[src/rtl/axi_lite_mem_responder_pkg.sv]
// Shared types for the AXI memory responder.
// Response codes, FSM states and arbitration constants.
package axi_lite_mem_responder_pkg;

  typedef enum logic [1:0] {
    OKAY   = 2'b00,
    EXOKAY = 2'b01,
    SLVERR = 2'b10,
    DECERR = 2'b11
  } axi_resp_t;

  typedef enum logic [1:0] {
    IDLE       = 2'b00,
    READ_WAIT  = 2'b01,
    READ_RESP  = 2'b10,
    WRITE_RESP = 2'b11
  } rsp_state_t;

  localparam logic PRIO_WRITE = 1'b0;
  localparam logic PRIO_READ  = 1'b1;

endpackage

[src/rtl/axi_excl_monitor.sv]
// Single word-granular reservation for AXI exclusive access.
// Only built when AXI_RESPONDER_EXCLUSIVE_EN is defined.
`ifdef AXI_RESPONDER_EXCLUSIVE_EN
module axi_excl_monitor #(
  parameter int AW = 30
) (
  input  logic          clk,
  input  logic          rst_n,
  input  logic          set,
  input  logic          check,
  input  logic          clear,
  input  logic [AW-1:0] addr,
  output logic          match
);

  logic          rsv_valid;
  logic [AW-1:0] rsv_addr;

  always_ff @(posedge clk or negedge rst_n) begin
    if (!rst_n) begin
      rsv_valid <= 1'b0;
      rsv_addr  <= '0;
    end else if (set) begin
      rsv_valid <= 1'b1;
      rsv_addr  <= addr;
    end else if (clear) begin
      rsv_valid <= 1'b0;
    end
  end

  assign match = check & rsv_valid & (rsv_addr == addr);

endmodule
`endif

[src/rtl/axi_lite_mem_responder.sv]
// Single-beat AXI4 subordinate in front of a word-addressed SRAM.
// Define AXI_RESPONDER_EXCLUSIVE_EN to enable the exclusive monitor.
module axi_lite_mem_responder
  import axi_lite_mem_responder_pkg::*;
#(
  parameter int ADDR_W = 32,
  parameter int ID_W   = 1
) (
  input  logic              clk,
  input  logic              rst_n,
  input  logic              s_axi_awvalid,
  output logic              s_axi_awready,
  input  logic [ADDR_W-1:0] s_axi_awaddr,
  input  logic [ID_W-1:0]   s_axi_awid,
  input  logic              s_axi_awlock,
  input  logic              s_axi_wvalid,
  output logic              s_axi_wready,
  input  logic [31:0]       s_axi_wdata,
  input  logic [3:0]        s_axi_wstrb,
  output logic              s_axi_bvalid,
  input  logic              s_axi_bready,
  output logic [1:0]        s_axi_bresp,
  output logic [ID_W-1:0]   s_axi_bid,
  input  logic              s_axi_arvalid,
  output logic              s_axi_arready,
  input  logic [ADDR_W-1:0] s_axi_araddr,
  input  logic [ID_W-1:0]   s_axi_arid,
  input  logic              s_axi_arlock,
  output logic              s_axi_rvalid,
  input  logic              s_axi_rready,
  output logic [31:0]       s_axi_rdata,
  output logic [1:0]        s_axi_rresp,
  output logic [ID_W-1:0]   s_axi_rid,
  output logic              s_axi_rlast,
  output logic              mem_req,
  output logic              mem_we,
  output logic [ADDR_W-3:0] mem_addr,
  output logic [3:0]        mem_be,
  output logic [31:0]       mem_wdata,
  input  logic [31:0]       mem_rdata
);

  localparam int WA_W = ADDR_W - 2;

  rsp_state_t state, state_d;

  logic            aw_full, aw_full_d, aw_hs;
  logic [WA_W-1:0] aw_addr;
  logic [ID_W-1:0] aw_id;
  logic            aw_lock;

  logic            w_full, w_full_d, w_hs;
  logic [31:0]     w_data;
  logic [3:0]      w_strb;

  logic            ar_full, ar_full_d, ar_hs;
  logic [WA_W-1:0] ar_addr;
  logic [ID_W-1:0] ar_id;
  logic            ar_lock;

  logic      wr_cand, rd_cand;
  logic      issue_wr, issue_rd;
  logic      prio_rd;
  axi_resp_t wr_resp;
  axi_resp_t bresp_q, rresp_q;

  logic unused_addr;
  assign unused_addr = ^{s_axi_awaddr[1:0], s_axi_araddr[1:0]};

  assign aw_hs = s_axi_awvalid & s_axi_awready;
  assign w_hs  = s_axi_wvalid & s_axi_wready;
  assign ar_hs = s_axi_arvalid & s_axi_arready;

  assign aw_full_d = aw_hs | (aw_full & ~issue_wr);
  assign w_full_d  = w_hs | (w_full & ~issue_wr);
  assign ar_full_d = ar_hs | (ar_full & ~issue_rd);

  // ready is registered from the next-cycle fullness
  always_ff @(posedge clk or negedge rst_n) begin
    if (!rst_n) begin
      aw_full       <= 1'b0;
      s_axi_awready <= 1'b0;
      aw_addr       <= '0;
      aw_id         <= '0;
      aw_lock       <= 1'b0;
    end else begin
      aw_full       <= aw_full_d;
      s_axi_awready <= ~aw_full_d;
      if (aw_hs) begin
        aw_addr <= s_axi_awaddr[ADDR_W-1:2];
        aw_id   <= s_axi_awid;
        aw_lock <= s_axi_awlock;
      end
    end
  end

  always_ff @(posedge clk or negedge rst_n) begin
    if (!rst_n) begin
      w_full       <= 1'b0;
      s_axi_wready <= 1'b0;
      w_data       <= '0;
      w_strb       <= '0;
    end else begin
      w_full       <= w_full_d;
      s_axi_wready <= ~w_full_d;
      if (w_hs) begin
        w_data <= s_axi_wdata;
        w_strb <= s_axi_wstrb;
      end
    end
  end

  always_ff @(posedge clk or negedge rst_n) begin
    if (!rst_n) begin
      ar_full       <= 1'b0;
      s_axi_arready <= 1'b0;
      ar_addr       <= '0;
      ar_id         <= '0;
      ar_lock       <= 1'b0;
    end else begin
      ar_full       <= ar_full_d;
      s_axi_arready <= ~ar_full_d;
      if (ar_hs) begin
        ar_addr <= s_axi_araddr[ADDR_W-1:2];
        ar_id   <= s_axi_arid;
        ar_lock <= s_axi_arlock;
      end
    end
  end

  assign wr_cand = aw_full & w_full;
  assign rd_cand = ar_full;

  assign issue_wr = (state == IDLE) & wr_cand
                  & (~rd_cand | (prio_rd == PRIO_WRITE));
  assign issue_rd = (state == IDLE) & rd_cand & ~issue_wr;

`ifdef AXI_RESPONDER_EXCLUSIVE_EN
  logic            excl_set, excl_clear, excl_match;
  logic            rd_lock;
  logic [WA_W-1:0] excl_addr;

  assign excl_addr = issue_rd ? ar_addr : aw_addr;

  axi_excl_monitor #(
    .AW (WA_W)
  ) u_excl (
    .clk   (clk),
    .rst_n (rst_n),
    .set   (excl_set),
    .check (issue_wr),
    .clear (excl_clear),
    .addr  (excl_addr),
    .match (excl_match)
  );
`else
  logic unused_lock;
  assign unused_lock = aw_lock ^ ar_lock;
`endif

  always_ff @(posedge clk or negedge rst_n) begin
    if (!rst_n) state <= IDLE;
    else        state <= state_d;
  end

  always_comb begin
    state_d = state;
    unique case (state)
      IDLE: begin
        if (issue_wr)      state_d = WRITE_RESP;
        else if (issue_rd) state_d = READ_WAIT;
      end
      READ_WAIT:  state_d = READ_RESP;
      READ_RESP:  if (s_axi_rready) state_d = IDLE;
      WRITE_RESP: if (s_axi_bready) state_d = IDLE;
      default:    state_d = IDLE;
    endcase
  end

  always_comb begin
    mem_req   = 1'b0;
    mem_we    = 1'b0;
    mem_addr  = ar_addr;
    mem_be    = 4'hF;
    mem_wdata = w_data;
    wr_resp   = OKAY;
`ifdef AXI_RESPONDER_EXCLUSIVE_EN
    excl_set   = 1'b0;
    excl_clear = 1'b0;
`endif
    if (issue_wr) begin
      mem_req  = 1'b1;
      mem_we   = 1'b1;
      mem_addr = aw_addr;
      mem_be   = w_strb;
`ifdef AXI_RESPONDER_EXCLUSIVE_EN
      // a failed exclusive write must not touch memory
      excl_clear = aw_lock | excl_match;
      if (aw_lock) begin
        mem_req = excl_match;
        wr_resp = excl_match ? EXOKAY : OKAY;
      end
`endif
    end else if (issue_rd) begin
      mem_req = 1'b1;
`ifdef AXI_RESPONDER_EXCLUSIVE_EN
      excl_set = ar_lock;
`endif
    end
  end

  always_ff @(posedge clk or negedge rst_n) begin
    if (!rst_n) begin
      prio_rd     <= PRIO_WRITE;
      bresp_q     <= OKAY;
      s_axi_bid   <= '0;
      rresp_q     <= OKAY;
      s_axi_rid   <= '0;
      s_axi_rdata <= '0;
`ifdef AXI_RESPONDER_EXCLUSIVE_EN
      rd_lock     <= 1'b0;
`endif
    end else begin
      if (issue_wr) begin
        prio_rd   <= PRIO_READ;
        bresp_q   <= wr_resp;
        s_axi_bid <= aw_id;
      end
      if (issue_rd) begin
        prio_rd   <= PRIO_WRITE;
        s_axi_rid <= ar_id;
`ifdef AXI_RESPONDER_EXCLUSIVE_EN
        rd_lock   <= ar_lock;
`endif
      end
      if (state == READ_WAIT) begin
        s_axi_rdata <= mem_rdata;
`ifdef AXI_RESPONDER_EXCLUSIVE_EN
        rresp_q     <= rd_lock ? EXOKAY : OKAY;
`else
        rresp_q     <= OKAY;
`endif
      end
    end
  end

  assign s_axi_bvalid = (state == WRITE_RESP);
  assign s_axi_rvalid = (state == READ_RESP);
  assign s_axi_bresp  = bresp_q;
  assign s_axi_rresp  = rresp_q;
  assign s_axi_rlast  = 1'b1;

endmodule
[config.mk]
export PLATFORM = sky130hd
export DESIGN_NAME = axi_lite_mem_responder
export DESIGN_NICKNAME = d
export VERILOG_FILES = /design/src/rtl/axi_lite_mem_responder_pkg.sv /design/src/rtl/axi_excl_monitor.sv /design/src/rtl/axi_lite_mem_responder.sv
export SDC_FILE = /design/constraint.sdc
export NUM_CORES = 1
export LEC_CHECK = 0
export BUFFER_PORTS_ARGS = -buffer_cell sky130_fd_sc_hd__buf_4
export CAP_MARGIN = 20
export CORE_ASPECT_RATIO = 0.7
export CORE_MARGIN = 8
export CORE_UTILIZATION = 45
export DETAILED_ROUTE_END_ITERATION = 10
export GPL_TIMING_DRIVEN = 1
export PLACE_DENSITY = 0.77
export SLEW_MARGIN = 0
export SYNTH_ARGS = -nofsm -noshare
export SYNTH_HDL_FRONTEND = slang
export SYNTH_SLANG_ARGS = --single-unit
[constraint.sdc]
create_clock -name clk -period 4.39 [get_ports clk]
set_input_delay 1.0975 -clock clk [delete_from_list [all_inputs] [get_ports clk]]
set_output_delay 1.0975 -clock clk [all_outputs]
set_load 0.03 [all_outputs]
==> flow_summary.html, run 1 <==
<table>
<tr><th>Metric</th><th>Value</th></tr>
<tr><th colspan="2">Yosys</th></tr>
<tr><td>Post-synthesis cell area</td><td>around 5800 um^2</td></tr>
<tr><td>Sequential fraction of the synthesis area</td><td>0.609</td></tr>
<tr><td>Avg Inst Size Synth</td><td>roughly 16 um^2</td></tr>
<tr><td>Total of flip-flops plus latches after synthesis</td><td>between 100 and 150</td></tr>
<tr><td>Distinct cells, synth</td><td>23</td></tr>
<tr><td>Synthesis Warnings</td><td>0</td></tr>
<tr><td>Number of synthesized flops with an enable pin</td><td>0</td></tr>
<tr><td>Cell type with the highest aggregate area in the netlist</td><td>dfrtp_1</td></tr>
<tr><td>Post-synth ARST share</td><td>1.00</td></tr>
<tr><td>Leading post-synthesis cells by cell area</td><td>dfrtp_1 (61%), mux2_2 (26%), mux2_4 (6.5%)</td></tr>
<tr><td>Synthesized netlist cell count</td><td>360</td></tr>
<tr><td>Proportion of netlist area held by the largest area contributor</td><td>0.609</td></tr>
<tr><td>Leading register cell type out of synthesis</td><td>dfrtp_1</td></tr>
<tr><th colspan="2">Timing</th></tr>
<tr><td>Slew at the pin closest to its max-slew limit</td><td>around 0.54 ns</td></tr>
<tr><td>Final Setup Violations</td><td>0</td></tr>
<tr><td>Worst Clk Skew</td><td>0.00617 ns</td></tr>
<tr><td>Total count of hold-check failures in the final report</td><td>0</td></tr>
<tr><td>Worst relative slew slack</td><td>0.640</td></tr>
<tr><td>Period utilisation layout</td><td>0.841</td></tr>
<tr><td>Setup tns final</td><td>0 ns</td></tr>
<tr><td>Min Hold Slack</td><td>about 0.48 ns</td></tr>
<tr><td>Fmax</td><td>271 MHz</td></tr>
<tr><td>Pins over their slew limit</td><td>0</td></tr>
<tr><td>Final min period</td><td>between 3 and 4 ns</td></tr>
<tr><td>Unrepaired setup endpoints after global routing</td><td>no</td></tr>
<tr><th colspan="2">Power</th></tr>
<tr><td>Largest voltage drop on the vdd net</td><td>about 0.47 mV</td></tr>
<tr><td>Register share of total power</td><td>0.308</td></tr>
<tr><td>Final Total Pwr</td><td>about 7.5 mW</td></tr>
<tr><td>Switching power share of the total</td><td>0.383</td></tr>
<tr><td>Combinational share of power</td><td>0.493</td></tr>
<tr><td>Power density relative to cell area</td><td>around 900 nW/um^2</td></tr>
<tr><td>Internal power consumption</td><td>4.66 mW</td></tr>
<tr><td>Net switching component of the power</td><td>about 2.9 mW</td></tr>
<tr><td>Clock group share of total power</td><td>0.199</td></tr>
<tr><td>Reported leakage power</td><td>about 4.1 nW</td></tr>
<tr><th colspan="2">Clock tree</th></tr>
<tr><td>Post-cts resize count</td><td>0</td></tr>
<tr><td>Cts bufs inserted</td><td>17</td></tr>
<tr><td>Maximum count of clock buffers along a single path</td><td>2</td></tr>
<tr><td>Clk_lat worst skew</td><td>roughly 0.40 ns</td></tr>
<tr><td>Buffer cell driving the clock tree root</td><td>clkbuf_16</td></tr>
<tr><td>Clock sinks</td><td>between 100 and 150</td></tr>
<tr><td>Setup bufs post-CTS</td><td>0</td></tr>
<tr><td>Count of hold-fix buffers inserted at cts</td><td>0</td></tr>
<tr><td>Register clock-pin slew on the reported worst setup and hold paths</td><td>roughly 0.060 ns</td></tr>
<tr><td>CTS tree</td><td>yes</td></tr>
<tr><td>Maximum level of the CTS H-tree</td><td>4</td></tr>
<tr><th colspan="2">Route</th></tr>
<tr><td>DRT antenna net count</td><td>0</td></tr>
<tr><td>Post-detailed-route DRC marker count</td><td>0</td></tr>
<tr><td>DR vias</td><td>about 3800</td></tr>
<tr><td>Detailed router's first-iteration violation count</td><td>approximately 110</td></tr>
<tr><td>First-pass detailed-route iteration total</td><td>4</td></tr>
<tr><td>Routed wire length</td><td>15100 um</td></tr>
<tr><td>Wire per inst</td><td>between 15 and 20 um</td></tr>
<tr><td>Routed via count divided by cell count</td><td>between 4 and 5</td></tr>
<tr><th colspan="2">Critical path</th></tr>
<tr><td>Most common cell on crit path</td><td>buf_4</td></tr>
<tr><td>Stages on worst setup path</td><td>5</td></tr>
<tr><td>Crit path buf inv count</td><td>3</td></tr>
<tr><td>Critical path data arrival time</td><td>~2.6 ns</td></tr>
<tr><td>Kind of cell adding the most delay to the critical path</td><td>simple AND/OR/NAND/NOR gates</td></tr>
<tr><td>Capture instance of the worst register-to-register path</td><td>s_axi_bid</td></tr>
<tr><td>Category of the worst setup path capture point</td><td>output port</td></tr>
<tr><td>Worst-path cell with the longest stage delay</td><td>or4b_2</td></tr>
<tr><td>Register-to-register setup slack</td><td>roughly 2.5 ns</td></tr>
<tr><td>Req. time, crit path</td><td>3.29 ns</td></tr>
<tr><td>Startpoint of the worst-slack reg-to-reg timing path</td><td>state[0]</td></tr>
<tr><td>Maximum fanout encountered on the critical timing path</td><td>26</td></tr>
<tr><td>Worst Setup Start Kind</td><td>flip-flop</td></tr>
<tr><td>List of cells traversed by the critical path</td><td>or4b_2 -&gt; buf_12 -&gt; buf_4 -&gt; mux2_4 -&gt; buf_4</td></tr>
<tr><td>Crit Path Class</td><td>reg2out</td></tr>
<tr><td>Longest individual stage delay on the worst path</td><td>a little over 0.8 ns</td></tr>
<tr><td>R2r worst-path depth</td><td>3</td></tr>
<tr><th colspan="2">GRT</th></tr>
<tr><td>Overall global routing resource usage</td><td>0.177</td></tr>
<tr><td>Grt total ovfl</td><td>0</td></tr>
<tr><td>Vias in the first global route</td><td>approximately 4300</td></tr>
<tr><td>Global-route wire length before repair</td><td>roughly 23000 um</td></tr>
<tr><td>Maximum number of pins on one net before global-route repair</td><td>between 100 and 150</td></tr>
<tr><td>Initial antenna violation count</td><td>0</td></tr>
<tr><th colspan="2">Layout</th></tr>
<tr><td>Seq. cell area</td><td>approximately 3500 um^2</td></tr>
<tr><td>Final net count</td><td>roughly 750</td></tr>
<tr><td>Share of post-route cells with drive strength above 1</td><td>0.714</td></tr>
<tr><td>Diodes inserted</td><td>0</td></tr>
<tr><td>Non-filler cells in the finished layout</td><td>slightly below 800</td></tr>
<tr><td>Commonest non-fill, non-tap cell in the layout</td><td>buf_4</td></tr>
<tr><td>Area Overhead vs Synth</td><td>44.9%</td></tr>
<tr><td>Fill cells</td><td>between 900 and 1000</td></tr>
<tr><td>Highest-count cells in the layout ignoring fill and taps</td><td>buf_4 (248), dfrtp_1 (141), mux2_2 (135)</td></tr>
<tr><td>Post-route core utilization</td><td>0.671</td></tr>
<tr><td>Area of combinational cells with multiple inputs</td><td>approximately 2100 um^2</td></tr>
<tr><th colspan="2">Place</th></tr>
<tr><td>Count of buffers from port buffering</td><td>~240</td></tr>
<tr><td>DP Cell Count</td><td>about 750</td></tr>
<tr><td>DP HPWL</td><td>~11000 um</td></tr>
<tr><td>Routability congestion estimate</td><td>between 0.7 and 0.8</td></tr>
<tr><th colspan="2">Worst hold path</th></tr>
<tr><td>Hold path endpoint</td><td>s_axi_awready</td></tr>
<tr><td>Hold path start</td><td>aw_full</td></tr>
<tr><td>Worst hold stages</td><td>1</td></tr>
<tr><td>Path type of the worst min-delay path</td><td>reg2reg</td></tr>
<tr><th colspan="2">Die</th></tr>
<tr><td>Die extent in x</td><td>approximately 150 um</td></tr>
<tr><td>Initial Utilization</td><td>0.463</td></tr>
<tr><td>Die boundary height</td><td>around 110 um</td></tr>
<tr><td>Cell Rows</td><td>34</td></tr>
<tr><td>Die Outline Area</td><td>16800 um^2</td></tr>
<tr><td>Ports placed on the boundary</td><td>255</td></tr>
<tr><td>Total core area</td><td>about 13000 um^2</td></tr>
<tr><th colspan="2">Flow run</th></tr>
<tr><td>Max cap viols</td><td>0</td></tr>
<tr><th colspan="2">Status</th></tr>
<tr><td>Result of the run</td><td>finished, final reports clean</td></tr>
</table>
==> cells by family after synthesis <==
logic type / count (synthesis) / synth area share
other: 2 / 0.00130
multiplexers: 162 / 0.331
flip-flops: 141 / 0.609
buffers and inverters: 28 / 0.0305
AO/OA/AOI/OAI: 9 / 0.0115
AND/OR/NAND/NOR: 18 / 0.0162
==> routing by layer <==
| layer | GRT usage | up-vias | wire, um |
|---|---|---|---|
| met4 | 0.0495 | 0 | 187 |
| met1 | 0.197 | 1857 | 5850 |
| li1 | - | 1752 | - |
| met5 | 0 | - | 0 |
| met3 | 0.0885 | 13 | 1750 |
| met2 | 0.291 | 155 | 7330 |
==> area by class of cell <==
| class | count | share of cell area |
|---|---|---|
| Inverter | 5 | 0.00224 |
| Sequential cell | 141 | 0.421 |
| Timing Repair Buffer | 251 | 0.229 |
| Clock inverter | 13 | 0.0228 |
| Clock buffer | 18 | 0.0511 |
| Multi-Input combinational cell | 194 | 0.250 |
| Tap cell | 162 | 0.0242 |
==> cells in the mapped netlist, types with 3 or more instances <==
master	n
a21boi_0	3
buf_1	7
buf_2	4
buf_4	5
clkbuf_1	3
dfrtp_1	141
inv_1	5
mux2_2	135
mux2_4	25
nand2_1	10
nand2b_1	4
==> power groups by stage <==
stage,Sequential (mW),Clock (mW),Combinational (mW)
floorplan,2.92,0,1.86
global placement,2.29,0,3.69
detailed placement,2.34,0,3.75
CTS,2.33,1.54,3.76
global route,2.41,1.60,3.91
finish,2.33,1.50,3.72
==> registers in the layout (all words and copies together), names as in the netlist, 2 cells and up <==
| name | cells |
|---|---|
| aw_addr | 30 |
| s_axi_rdata | 32 |
| state | 2 |
| w_strb | 4 |
| ar_addr | 30 |
| mem_wdata | 32 |
==> metrics by stage <==
stage | setup slack, ns | instance area, um^2
after detailed placement | 0.832 | 7720
after global placement | 0.830 | 7720
after CTS | 0.402 | 8340
after floorplan | 1.63 | 5800
final | 0.696 | 8390
after global routing | 0.644 | 8390
==> worst max-delay path by stage <==
stage               startpoint           end  slack (ns)
finish                state[0]  mem_addr[24]        0.70
CTS                   state[0]  mem_addr[24]        0.40
global placement      state[0]  mem_addr[24]        0.83
global route          state[0]  mem_addr[24]        0.64
floorplan             state[0]     mem_be[0]        1.63
detailed placement    state[0]  mem_addr[24]        0.83
Power figures use the tool's default switching activity.
==> run 2: changes to the inputs <==
--- a/config.mk
+++ b/config.mk
@@ -9,7 +9,7 @@
 export CAP_MARGIN = 20
 export CORE_ASPECT_RATIO = 0.7
 export CORE_MARGIN = 8
-export CORE_UTILIZATION = 45
+export CORE_UTILIZATION = 43
 export DETAILED_ROUTE_END_ITERATION = 10
 export GPL_TIMING_DRIVEN = 1
 export PLACE_DENSITY = 0.77
==> constraint.sdc (replaced) <==
create_clock -name clk -period 3.1 [get_ports clk]
set_input_delay 0.775 -clock clk [delete_from_list [all_inputs] [get_ports clk]]
set_output_delay 0.775 -clock clk [all_outputs]
set_load 0.03 [all_outputs]
==> run 2 against run 1 <==
Clock-buffer cell count up 5; combinational power up 43%; critical path type unchanged; clock power up 44%; sequential cell count unchanged; cell area up 0.79%; non-clock buffer count unchanged; sequential share of layout area down 0.33 points.
==> flow_summary.html, run 2 (synthesis results as in run 1) <==
<table>
<tr><th>Metric</th><th>Value</th></tr>
<tr><th colspan="2">Die</th></tr>
<tr><td>Die boundary height</td><td>113 um (+2.0%)</td></tr>
<tr><td>Ports placed on the boundary</td><td>255 (unchanged)</td></tr>
<tr><td>Cell Rows</td><td>35 (+2.9%)</td></tr>
<tr><td>Die extent in x</td><td>155 um (+2.1%)</td></tr>
<tr><td>Initial Utilization</td><td>0.441 (-0.0222)</td></tr>
<tr><td>Total core area</td><td>13100 um^2 (+5.0%)</td></tr>
<tr><td>Die Outline Area</td><td>17500 um^2 (+4.1%)</td></tr>
<tr><th colspan="2">Power</th></tr>
<tr><td>Switching power share of the total</td><td>0.377 (-0.00536)</td></tr>
<tr><td>Largest voltage drop on the vdd net</td><td>0.682 mV (+46%)</td></tr>
<tr><td>Combinational share of power</td><td>0.494 (about the same)</td></tr>
<tr><td>Internal power consumption</td><td>6.72 mW (+44%)</td></tr>
<tr><td>Register share of total power</td><td>0.306 (-0.002)</td></tr>
<tr><td>Net switching component of the power</td><td>4.07 mW (+41%)</td></tr>
<tr><td>Power density relative to cell area</td><td>1280 nW/um^2 (+42%)</td></tr>
<tr><td>Reported leakage power</td><td>4.13 nW (+0.99%)</td></tr>
<tr><td>Clock group share of total power</td><td>0.200 (about the same)</td></tr>
<tr><th colspan="2">Route</th></tr>
<tr><td>DRT antenna net count</td><td>0 (unchanged)</td></tr>
<tr><td>Detailed router's first-iteration violation count</td><td>156 (+49%)</td></tr>
<tr><td>Wire per inst</td><td>19.1 um (-1.1%)</td></tr>
<tr><td>Routed via count divided by cell count</td><td>4.81 (-0.24%)</td></tr>
<tr><td>DR vias</td><td>3792 (+0.40%)</td></tr>
<tr><td>Post-detailed-route DRC marker count</td><td>0 (unchanged)</td></tr>
<tr><td>Routed wire length</td><td>15100 um (-0.46%)</td></tr>
<tr><td>First-pass detailed-route iteration total</td><td>4 (unchanged)</td></tr>
<tr><th colspan="2">Timing</th></tr>
<tr><td>Min Hold Slack</td><td>0.268 ns (-0.209 ns)</td></tr>
<tr><td>Final Setup Violations</td><td>0 (unchanged)</td></tr>
<tr><td>Setup tns final</td><td>0 ns (unchanged)</td></tr>
<tr><td>Worst Clk Skew</td><td>0.00693 ns (+0.000763 ns)</td></tr>
<tr><td>Total count of hold-check failures in the final report</td><td>0 (unchanged)</td></tr>
<tr><td>Unrepaired setup endpoints after global routing</td><td>no</td></tr>
<tr><td>Slew at the pin closest to its max-slew limit</td><td>0.679 ns (+0.139 ns)</td></tr>
<tr><td>Worst relative slew slack</td><td>0.546 (-0.0939)</td></tr>
<tr><td>Pins over their slew limit</td><td>0 (unchanged)</td></tr>
<tr><td>Final min period</td><td>around 3 ns</td></tr>
<tr><td>Fmax</td><td>between 300 and 400 MHz</td></tr>
<tr><td>Period utilisation layout</td><td>0.974</td></tr>
<tr><th colspan="2">Critical path</th></tr>
<tr><td>Category of the worst setup path capture point</td><td>output port</td></tr>
<tr><td>Maximum fanout encountered on the critical timing path</td><td>17 (-35%)</td></tr>
<tr><td>Critical path data arrival time</td><td>2.24 ns (-0.36 ns)</td></tr>
<tr><td>Crit Path Class</td><td>reg2out</td></tr>
<tr><td>Req. time, crit path</td><td>2.32 ns (-0.97 ns)</td></tr>
<tr><td>Worst Setup Start Kind</td><td>flip-flop</td></tr>
<tr><th colspan="2">GRT</th></tr>
<tr><td>Global-route wire length before repair</td><td>23800 um (+3.6%)</td></tr>
<tr><td>Vias in the first global route</td><td>4347 (+1.1%)</td></tr>
<tr><td>Grt total ovfl</td><td>0 (unchanged)</td></tr>
<tr><td>Initial antenna violation count</td><td>0 (unchanged)</td></tr>
<tr><td>Overall global routing resource usage</td><td>0.173 (-0.00377)</td></tr>
<tr><td>Maximum number of pins on one net before global-route repair</td><td>71 (-41%)</td></tr>
<tr><th colspan="2">Clock tree</th></tr>
<tr><td>CTS tree</td><td>yes</td></tr>
<tr><td>Setup bufs post-CTS</td><td>0 (unchanged)</td></tr>
<tr><td>Maximum count of clock buffers along a single path</td><td>2 (unchanged)</td></tr>
<tr><td>Buffer cell driving the clock tree root</td><td>clkbuf_16</td></tr>
<tr><td>Register clock-pin slew on the reported worst setup and hold paths</td><td>0.06 ns (about the same)</td></tr>
<tr><td>Clk_lat worst skew</td><td>0.40 ns (about the same)</td></tr>
<tr><td>Count of hold-fix buffers inserted at cts</td><td>0 (unchanged)</td></tr>
<tr><td>Cts bufs inserted</td><td>17 (unchanged)</td></tr>
<tr><td>Maximum level of the CTS H-tree</td><td>4 (unchanged)</td></tr>
<tr><td>Clock sinks</td><td>141 (unchanged)</td></tr>
<tr><th colspan="2">Place</th></tr>
<tr><td>DP HPWL</td><td>11400 um (+1.8%)</td></tr>
<tr><td>Count of buffers from port buffering</td><td>243 (unchanged)</td></tr>
<tr><td>DP Cell Count</td><td>756 (+0.67%)</td></tr>
<tr><td>Routability congestion estimate</td><td>0.787 (+5.2%)</td></tr>
<tr><td>Placed Area</td><td>7780 um^2 (+0.81%)</td></tr>
<tr><th colspan="2">Layout</th></tr>
<tr><td>Post-route core utilization</td><td>0.644 (-0.0272)</td></tr>
<tr><td>Final net count</td><td>753 (unchanged)</td></tr>
<tr><td>Highest-count cells in the layout ignoring fill and taps</td><td>buf_4 (245), dfrtp_1 (141), mux2_2 (135)</td></tr>
<tr><td>Non-filler cells in the finished layout</td><td>789 (+0.64%)</td></tr>
<tr><td>Diodes inserted</td><td>0 (unchanged)</td></tr>
<tr><td>Final design instance area without fill</td><td>8460 um^2 (+0.79%)</td></tr>
<tr><td>Share of post-route cells with drive strength above 1</td><td>0.711 (-0.00275)</td></tr>
<tr><td>Commonest non-fill, non-tap cell in the layout</td><td>buf_4</td></tr>
<tr><td>Area Overhead vs Synth</td><td>46.0%</td></tr>
<tr><th colspan="2">Flow run</th></tr>
<tr><td>Max cap viols</td><td>0 (unchanged)</td></tr>
<tr><th colspan="2">Status</th></tr>
<tr><td>Result of the run</td><td>finished, final reports clean</td></tr>
<tr><th colspan="2">Worst hold path</th></tr>
<tr><td>Path type of the worst min-delay path</td><td>in2async</td></tr>
</table>
[run 2: worst max-delay path, stage by stage, from the launching register on]
cell and delay, ns:
dfrtp_1 0.43, or4b_4 0.61, bufbuf_16 0.34, mux2_4 0.30, buf_4 0.17
[run 2: through the flow]
step                total power [mW]  setup slack, ns
floorplan                       6.76            0.658
global placement                8.49            0.408
detailed placement              8.68            0.391
CTS                             10.9           0.0533
global route                    11.3          0.00517
finish                          10.8           0.0803
[run 2: power groups by stage]
stage	clock (mW)	combinational, mW	sequential [mW]
after global routing	2.30	5.62	3.42
after global placement	0	5.24	3.25
final	2.16	5.33	3.31
after CTS	2.21	5.42	3.31
after floorplan	0	2.63	4.13
after detailed placement	0	5.35	3.33
[run 2: path summary, 6_finish.rpt]
kind | startpoint | end | slack [ns] | cells after the start
min reg2reg | s_axi_rdata[5] | s_axi_rdata[5] | 0.49 | 1
min | rst_n | aw_addr[4] | 0.27 | 1
max reg2reg | state[0] | s_axi_bid | 1.33 | 3
max | state[0] | mem_addr[26] | 0.08 | 4
min in group clk | s_axi_rdata[5] | s_axi_rdata[5] | 0.49 | 1
max in group asynchronous | rst_n | s_axi_rdata[17] | 2.09 | 2
[run 2: area by class of cell]
class	instances	area, um^2
repair buffers	251	1960
multi-input cells	194	2100
well taps	166	208
fillers	996	4680
inverters	5	18.8
clock inverters	9	158
flip-flops and latches	141	3530
clock buffers	23	478
[run 2: metal layers]
metal | share of wire | global-route usage
met1 | 0.39 | 0.191
met2 | 0.50 | 0.298
met3 | 0.095 | 0.0807
met4 | 0.010 | 0.0416
met5 | 0 | 0
[run 2: repair_timing]
item	4_1_cts	5_1_grt
endpoints found under the hold margin	0	0
resized for setup	1	0
endpoints found under the setup margin	30	0
